### src/rtl/multicycle_ctrl.sv
`default_nettype none
// ---------------------------------------------------------------------------
// multicycle_ctrl : fetch/decode/exec/mem/wb sequencer for the RV64I datapath
// Rev 1.0
// ---------------------------------------------------------------------------
module multicycle_ctrl #(
  parameter int unsigned MEM_TIMEOUT = 255
) (
  input  logic        clk,
  input  logic        reset,
  input  logic [31:0] instr,
  input  logic        mem_ready,
  input  logic        branch_taken,
  output logic        mem_req,
  output logic        mem_we,
  output logic        ir_write,
  output logic        pc_write,
  output logic [1:0]  pc_src,
  output logic [2:0]  imm_sel,
  output logic        alu_src_imm,
  output logic [1:0]  alu_op,
  output logic        reg_write,
  output logic [1:0]  wb_sel,
  output logic        illegal,
  output logic        mem_err,
  output logic [63:0] instret,
  output logic [2:0]  state_o
);

  localparam logic [6:0] OP_LOAD   = 7'b0000011;
  localparam logic [6:0] OP_OPIMM  = 7'b0010011;
  localparam logic [6:0] OP_JALR   = 7'b1100111;
  localparam logic [6:0] OP_STORE  = 7'b0100011;
  localparam logic [6:0] OP_OP     = 7'b0110011;
  localparam logic [6:0] OP_BRANCH = 7'b1100011;

  localparam logic [2:0] IMM_I    = 3'd0;
  localparam logic [2:0] IMM_S    = 3'd1;
  localparam logic [2:0] IMM_B    = 3'd2;
  localparam logic [2:0] IMM_NONE = 3'd7;

  // The timeout fires in the wait cycle that would bring the count to MEM_TIMEOUT.
  localparam logic [7:0] WAIT_LAST = 8'(MEM_TIMEOUT - 1);

  typedef enum logic [2:0] {
    FETCH  = 3'd0,
    DECODE = 3'd1,
    EXEC   = 3'd2,
    MEM    = 3'd3,
    WB     = 3'd4
  } state_t;

  state_t      state, state_next;
  logic [63:0] instret_q;
  logic [7:0]  wait_cnt;
  logic        retire;
  logic        timeout;
  logic        waiting;
  logic [6:0]  opcode;
  logic        is_load, is_opimm, is_jalr, is_store, is_op, is_branch, is_legal;
  logic [2:0]  imm_dec;
  logic        unused_instr_bits;

  assign opcode            = instr[6:0];
  assign unused_instr_bits = ^instr[31:7];

  assign is_load   = (opcode == OP_LOAD);
  assign is_opimm  = (opcode == OP_OPIMM);
  assign is_jalr   = (opcode == OP_JALR);
  assign is_store  = (opcode == OP_STORE);
  assign is_op     = (opcode == OP_OP);
  assign is_branch = (opcode == OP_BRANCH);
  assign is_legal  = is_load | is_opimm | is_jalr | is_store | is_op | is_branch;

  always_comb begin
    imm_dec = IMM_NONE;
    if (is_load || is_opimm || is_jalr) imm_dec = IMM_I;
    else if (is_store)                  imm_dec = IMM_S;
    else if (is_branch)                 imm_dec = IMM_B;
  end

  always_comb begin
    state_next  = state;
    retire      = 1'b0;
    timeout     = 1'b0;
    mem_req     = 1'b0;
    mem_we      = 1'b0;
    ir_write    = 1'b0;
    pc_write    = 1'b0;
    pc_src      = 2'd0;
    imm_sel     = IMM_NONE;
    alu_src_imm = 1'b0;
    alu_op      = 2'd0;
    reg_write   = 1'b0;
    wb_sel      = 2'd0;
    illegal     = 1'b0;
    mem_err     = 1'b0;

    case (state)
      FETCH: begin
        mem_req = 1'b1;
        if (mem_ready) begin
          ir_write   = 1'b1;
          state_next = DECODE;
        end else if (wait_cnt == WAIT_LAST) begin
          timeout    = 1'b1;
          state_next = FETCH;
        end
      end
      DECODE: begin
        imm_sel = imm_dec;
        if (is_legal) begin
          state_next = EXEC;
        end else begin
          illegal    = 1'b1;
          pc_write   = 1'b1;
          state_next = FETCH;
        end
      end
      EXEC: begin
        imm_sel     = imm_dec;
        alu_src_imm = is_load | is_opimm | is_jalr | is_store;
        if (is_branch)             alu_op = 2'd1;
        else if (is_op || is_opimm) alu_op = 2'd2;
        if (is_branch) begin
          pc_write   = 1'b1;
          pc_src     = branch_taken ? 2'd1 : 2'd0;
          retire     = 1'b1;
          state_next = FETCH;
        end else if (is_load || is_store) begin
          state_next = MEM;
        end else if (is_op || is_opimm || is_jalr) begin
          state_next = WB;
        end else begin
          state_next = FETCH;
        end
      end
      MEM: begin
        mem_req = 1'b1;
        mem_we  = is_store;
        if (mem_ready) begin
          if (is_store) begin
            pc_write   = 1'b1;
            retire     = 1'b1;
            state_next = FETCH;
          end else begin
            state_next = WB;
          end
        end else if (wait_cnt == WAIT_LAST) begin
          timeout    = 1'b1;
          state_next = FETCH;
        end
      end
      WB: begin
        reg_write  = 1'b1;
        pc_write   = 1'b1;
        retire     = 1'b1;
        pc_src     = is_jalr ? 2'd2 : 2'd0;
        if (is_load)      wb_sel = 2'd1;
        else if (is_jalr) wb_sel = 2'd2;
        state_next = FETCH;
      end
      default: state_next = FETCH;
    endcase

    mem_err = timeout;

    // Nothing may be enabled while reset is held.
    if (reset) begin
      state_next  = FETCH;
      retire      = 1'b0;
      timeout     = 1'b0;
      mem_req     = 1'b0;
      mem_we      = 1'b0;
      ir_write    = 1'b0;
      pc_write    = 1'b0;
      pc_src      = 2'd0;
      imm_sel     = IMM_NONE;
      alu_src_imm = 1'b0;
      alu_op      = 2'd0;
      reg_write   = 1'b0;
      wb_sel      = 2'd0;
      illegal     = 1'b0;
      mem_err     = 1'b0;
    end
  end

  assign waiting = mem_req & ~mem_ready;

  always_ff @(posedge clk) begin
    if (reset) begin
      state     <= FETCH;
      instret_q <= 64'd0;
      wait_cnt  <= 8'd0;
    end else begin
      state <= state_next;
      if (retire) instret_q <= instret_q + 64'd1;
      // Any state change (and a timeout re-fetch) starts a fresh wait window.
      if (state_next != state || timeout) wait_cnt <= 8'd0;
      else if (waiting)                   wait_cnt <= wait_cnt + 8'd1;
    end
  end

  assign instret = reset ? 64'd0 : instret_q;
  assign state_o = reset ? 3'd0 : state;

endmodule
`default_nettype wire
### config.mk
export PLATFORM = sky130hd
export DESIGN_NAME = multicycle_ctrl
export DESIGN_NICKNAME = d
export VERILOG_FILES = /design/src/rtl/multicycle_ctrl.sv
export SDC_FILE = /design/constraint.sdc
export NUM_CORES = 1
export LEC_CHECK = 0
export BUFFER_PORTS_ARGS = -buffer_cell sky130_fd_sc_hd__buf_2
export CAP_MARGIN = 20
export CORE_MARGIN = 4
export CORE_UTILIZATION = 55
export CTS_BUF_LIST = sky130_fd_sc_hd__clkbuf_4 sky130_fd_sc_hd__clkbuf_8
export CTS_CLUSTER_DIAMETER = 120
export DETAILED_ROUTE_END_ITERATION = 10
export PLACE_DENSITY_LB_ADDON = 0.15
export SLEW_MARGIN = 5
export SYNTH_ARGS = -nofsm -noshare
export SYNTH_HDL_FRONTEND = slang
export SYNTH_SLANG_ARGS = --single-unit
### constraint.sdc
create_clock -name clk -period 3.1 [get_ports clk]
set_input_delay 0.62 -clock clk [delete_from_list [all_inputs] [get_ports clk]]
set_output_delay 0.62 -clock clk [all_outputs]
set_load 0.03 [all_outputs]
Word-level counts from Yosys, hierarchy flattened. Index checks and enable logic that the tools add are counted. Widths: inputs -> output; s select.

$add $sub $neg: 2. Multipliers: 0. Bitwise gates (word level): 7. Multiplexer cells: 54. Shift operators: 0. Reductions and logical operators: 10. Order comparisons: 0. Equality and inequality tests: 12. Div/mod/pow operators: 0.

Operators by type and width (number): $add 64x1->64 const B (1); $mux 64 (1); $mux 3 (14); $mux 1 (25); $mux 2 (10); $eq 7x6->1 const B (2); $eq 7x7->1 const B (2); $pmux 3 s4 (1); $add 8x1->8 const B (1); $eq 8x8->1 const B (1); $eq 7x2->1 const B (1); $eq 7x5->1 const B (1); $eq 3x2->1 const B (2); $logic_or 1x1->1 (6); $reduce_or 2->1 (3); $or 1x1->1 (5); $pmux 1 s4 (1); $pmux 2 s2 (1); $eq 3x1->1 const B (1); $eq 3x3->1 const B (1); $logic_not 3->1 (1); $ne 3x3->1 (1); $pmux 1 s3 (1); $and 1x1->1 (1); $not 1->1 (1).

Word-level logic and storage cells: 88. Register bits: 75. ROM bits: 0. Memories: 0. Bits in writable memories: 0. Bits in latches: 0. Input bits: 36.

Logic depth before layout (Yosys ltp).
Depth in word-level cells: 12. Mapped depth: 8. Depth with buffers taken out: 7.

Least setup slack after synthesis. Ideal clock, no wire load.

Path type: in2out. From: input port instr[2]. To: output port pc_write. Arrival: 2.469 ns. Stages: 7. Slack: 0.011 ns. Cells stage by stage: clkbuf_1 -> nor4b_2 -> nand3_1 -> and3_1 -> clkbuf_1 -> clkbuf_1 -> a21oi_1.

Longest elaborated chain between the ends: 9. Elaborated cells on any way between the ends: 17. Those cells by class: eq/ne (6); mux (6); bitwise (5).

RTL lines: start: declaration (RTL line 11) `input logic [31:0] instr,`; $eq 7x2->1 / $eq 7x5->1 (equally long branches) (RTL line 67, 68); $or 1x1->1 (5 in a row) (RTL line 73) `assign is_legal = is_load | is_opimm | is_jalr | is_store | is_op | is_branch;`; $mux 1 (RTL line 112) `if (is_legal) begin`; $pmux 1 s4 * (RTL line 99) `case (state)`; $mux 1 * (RTL line 169) `if (reset) begin`; end: declaration (RTL line 17) `output logic pc_write,`.

Every way passes the cells marked *; elsewhere a longest branch is shown, timed or not.

Final worst setup path.
From: input port reset. To: output port pc_src[0].

Longest elaborated chain between the ends: 1.

RTL lines: start: declaration (RTL line 10) `input logic reset,`; $mux 2 (RTL line 169); end: declaration (RTL line 18) `output logic [1:0] pc_src,`.

No other way between the ends.

==> impl_metrics.ini <==
[floorplan]
die_w_um = 98.1
die_h_um = 98.1
core_um2 = 7810
die_area_um2 = 9620
boundaryPins = 120
initial_core_util_pct = 57.2
rows = 32

[pwr]
switching_power_w = 0.000426
seqPwrFrac_pct = 49.7
clkPwrFrac_pct = 45.8
ir_drop_uv = 202
p_int_w = 0.00152
power_density_nw_per_um2 = 364
switching_share_pct = 21.9
p_leak_nw = 2.15
pwr-share-comb_pct = 4.5

[synthesis]
ys_seq_elements = 75
synthSimpleGateAreaFrac_pct = 40.6
synth_top_family_by_area = simple AND/OR/NAND/NOR gates
synth-adder-area-share_pct = 0.841
synthFlopType = dfxtp_1
async_flop_share_pct = 0
synth_compound_area_share_pct = 12.0
synth-xor-area-share_pct = 2.75
synthMuxAreaShare_pct = 6.56
ys_types = 51
yosys_warnings = 0
syn_area_um2 = 4460
synth.avg_cell_area_um2 = 7.97
syn_nets = 599
synth-edff-count = 0
netlist_instances = 560
seq_area_frac_synth_pct = 33.6

[timing]
setup_violations = 0
clock-skew-final_ps = 12.5
fmax_mhz = 365
period_needed_ps = 2740
relSlewSlack_pct = 29.7
rsz0062_at_grt = no
slew_violations = 0
hold_violations = 0
worst_pin_slew_ps = 1050
hold_slack_ps = 489
min_period_over_period_pct = 88.5
finalSetupTns_ps = 0
setup_slack_ps = 357

[detailed_routing]
wl_per_cell_um = 14.6
vias = 4491
remaining_drc_errors = 0
drtAntennaViolNets = 0
wl_mm = 11.1
first_pass_iters = 5
vias_per_cell = 5.89
drt_iter0_drc = 293

[status]
outcome = completed

[clock_network]
cts-hold-fix-buffers = 0
clk_pin_slew_worst_paths_ps = 70
cts_buffer_depth = 2
clock_sinks = 75
root_buffer = clkbuf_8
cts_tree = done
cts_setup_buffers = 0
cts-htree-levels = 3
cts_resized = 0
clock_latency_ps = 340
cts_buffers = 9

[global_routing]
grt_use_total_pct = 22.5
antenna_found_initial = 0
grt_max_degree = 105
overflow = 0
grt_pass1_vias = 4049
grt_pass1_wl_mm = 18.5

[placement]
place.gp.congestion = 0.874
postPlaceCellArea_um2 = 5100
portBuffers = 94
dp_cells = 746
pre_cts_slack_ps = 95.1
place_hpwl_mm = 7.98

[worst_hold_path]
hold_class = reg2reg

[layout]
final_nets = 694
areaGrowthSynthToFinish_pct = 19.7
stdcell_count = 762
drive_above_1_share_pct = 21.2
fillers = 671
design_area_um2 = 5350
diodes = 0

[critical_path]
critPathCaptureType = primary output
cp_data_required_time_ps = 2480
cp_max_fo = 4
crit_path_top_delay_cell = or4b_4
path_cells = buf_4, or4b_4, nor4_4, and2_1, buf_2
critPathKind = in2out
crit_arrival_ps = 2120
worst_setup_path_start_kind = input pin
cpPeakStageDelay_ps = 570

[job]
cap_violations = 0
## layout make-up
class,count,area (um^2),share of cell area (%)
sequential,75,1500,28.1
clock buffer,13,173,3.23
multi-input combinational,445,2810,52.5
timing repair buffer,116,638,11.9
clock inverter,3,68.8,1.29
tap,102,128,2.39
inverter,8,30.0,0.562
## cells in the final DEF (no fill, tap or decap), types with 3 or more instances in the layout
cell type	n
nand2_1	33
ha_1	3
mux2_1	26
o31ai_1	26
and2_1	6
clkbuf_8	12
nor2_1	59
nor4b_1	3
nor4_1	5
dfxtp_1	75
nor3_1	28
or4_1	25
o21ai_0	8
buf_2	93
nor2b_1	64
buf_4	23
inv_1	8
o21ai_1	3
and3_1	11
xor2_1	9
and4_1	7
nand4_1	26
or3_1	6
nand3_1	21
a21oi_1	36
and4b_1	3
xnor2_1	5
## layer usage
metal	up-vias	track usage [%]	wire length [um]
li1	2239	-	-
met1	2119	29.3	5060
met2	127	37.6	5440
met3	6	4.29	569
met4	0	7.45	79
met5	-	0	0
## stage by stage
stage / power, W / utilization [%]
floorplan: 0.00105 / -
global placement: 0.00107 / 65.4
detailed placement: 0.00108 / 65.4
CTS: 0.00196 / 68.5
global route: 0.00202 / 68.5
finish: 0.00195 / 68.5
## synthesized netlist by cell type, types with 3 or more instances
| master | number | area [um^2] |
|---|---|---|
| inv_1 | 8 | 30.0 |
| nor4_1 | 5 | 31.3 |
| o21ai_0 | 8 | 40.0 |
| nor2b_1 | 64 | 400 |
| xnor2_1 | 5 | 43.8 |
| nand4_1 | 26 | 163 |
| nand3_1 | 21 | 105 |
| xor2_1 | 9 | 78.8 |
| o31ai_1 | 26 | 195 |
| and4b_1 | 3 | 30.0 |
| nand2_1 | 33 | 124 |
| nor3_1 | 28 | 140 |
| clkbuf_1 | 27 | 101 |
| or4_1 | 25 | 188 |
| and4_1 | 7 | 61.3 |
| ha_1 | 3 | 37.5 |
| nor4b_1 | 3 | 26.3 |
| and3_1 | 11 | 68.8 |
| and2_1 | 6 | 37.5 |
| o21ai_1 | 3 | 15.0 |
| mux2_1 | 26 | 293 |
| or3_1 | 6 | 37.5 |
| a21oi_1 | 36 | 180 |
| dfxtp_1 | 75 | 1500 |
| nor2_1 | 59 | 221 |
## state kept, by name, indices dropped and copies added, names as in the netlist
signal and count:
wait_cnt 8, instret_q 64, state 3
## critical path: cells and delay by family
kind	cells	cell delay (ps)
simple gates	3	1180
buf+inv	2	310
## power groups by stage
stage / sequential, W / clock, W / combinational, W
detailed placement: 0.000989 / 0 / 0.0000872
global placement: 0.000989 / 0 / 0.0000849
floorplan: 0.000989 / 0 / 0.0000624
finish: 0.000967 / 0.000891 / 0.0000880
global route: 0.000967 / 0.000954 / 0.0000981
CTS: 0.000967 / 0.000908 / 0.0000876
## cell families after synthesis
| logic type | count (synthesis) |
|---|---|
| compound gates | 86 |
| xor+xnor | 14 |
| fa+ha+maj | 3 |
| buf+inv | 40 |
| flops | 75 |
| mux | 26 |
| simple gates | 316 |
## final timing paths
path | from | endpoint | slack (ps) | cells after the start
worst max-delay path | reset | pc_src[0] | 360 | 5
worst min-delay path | instret_q[62] | instret_q[62] | 490 | 2
worst max register to register | state[0] | instret_q[56] | 460 | 6
worst min register to register | instret_q[62] | instret_q[62] | 490 | 2
Power figures use the tool's default switching activity.
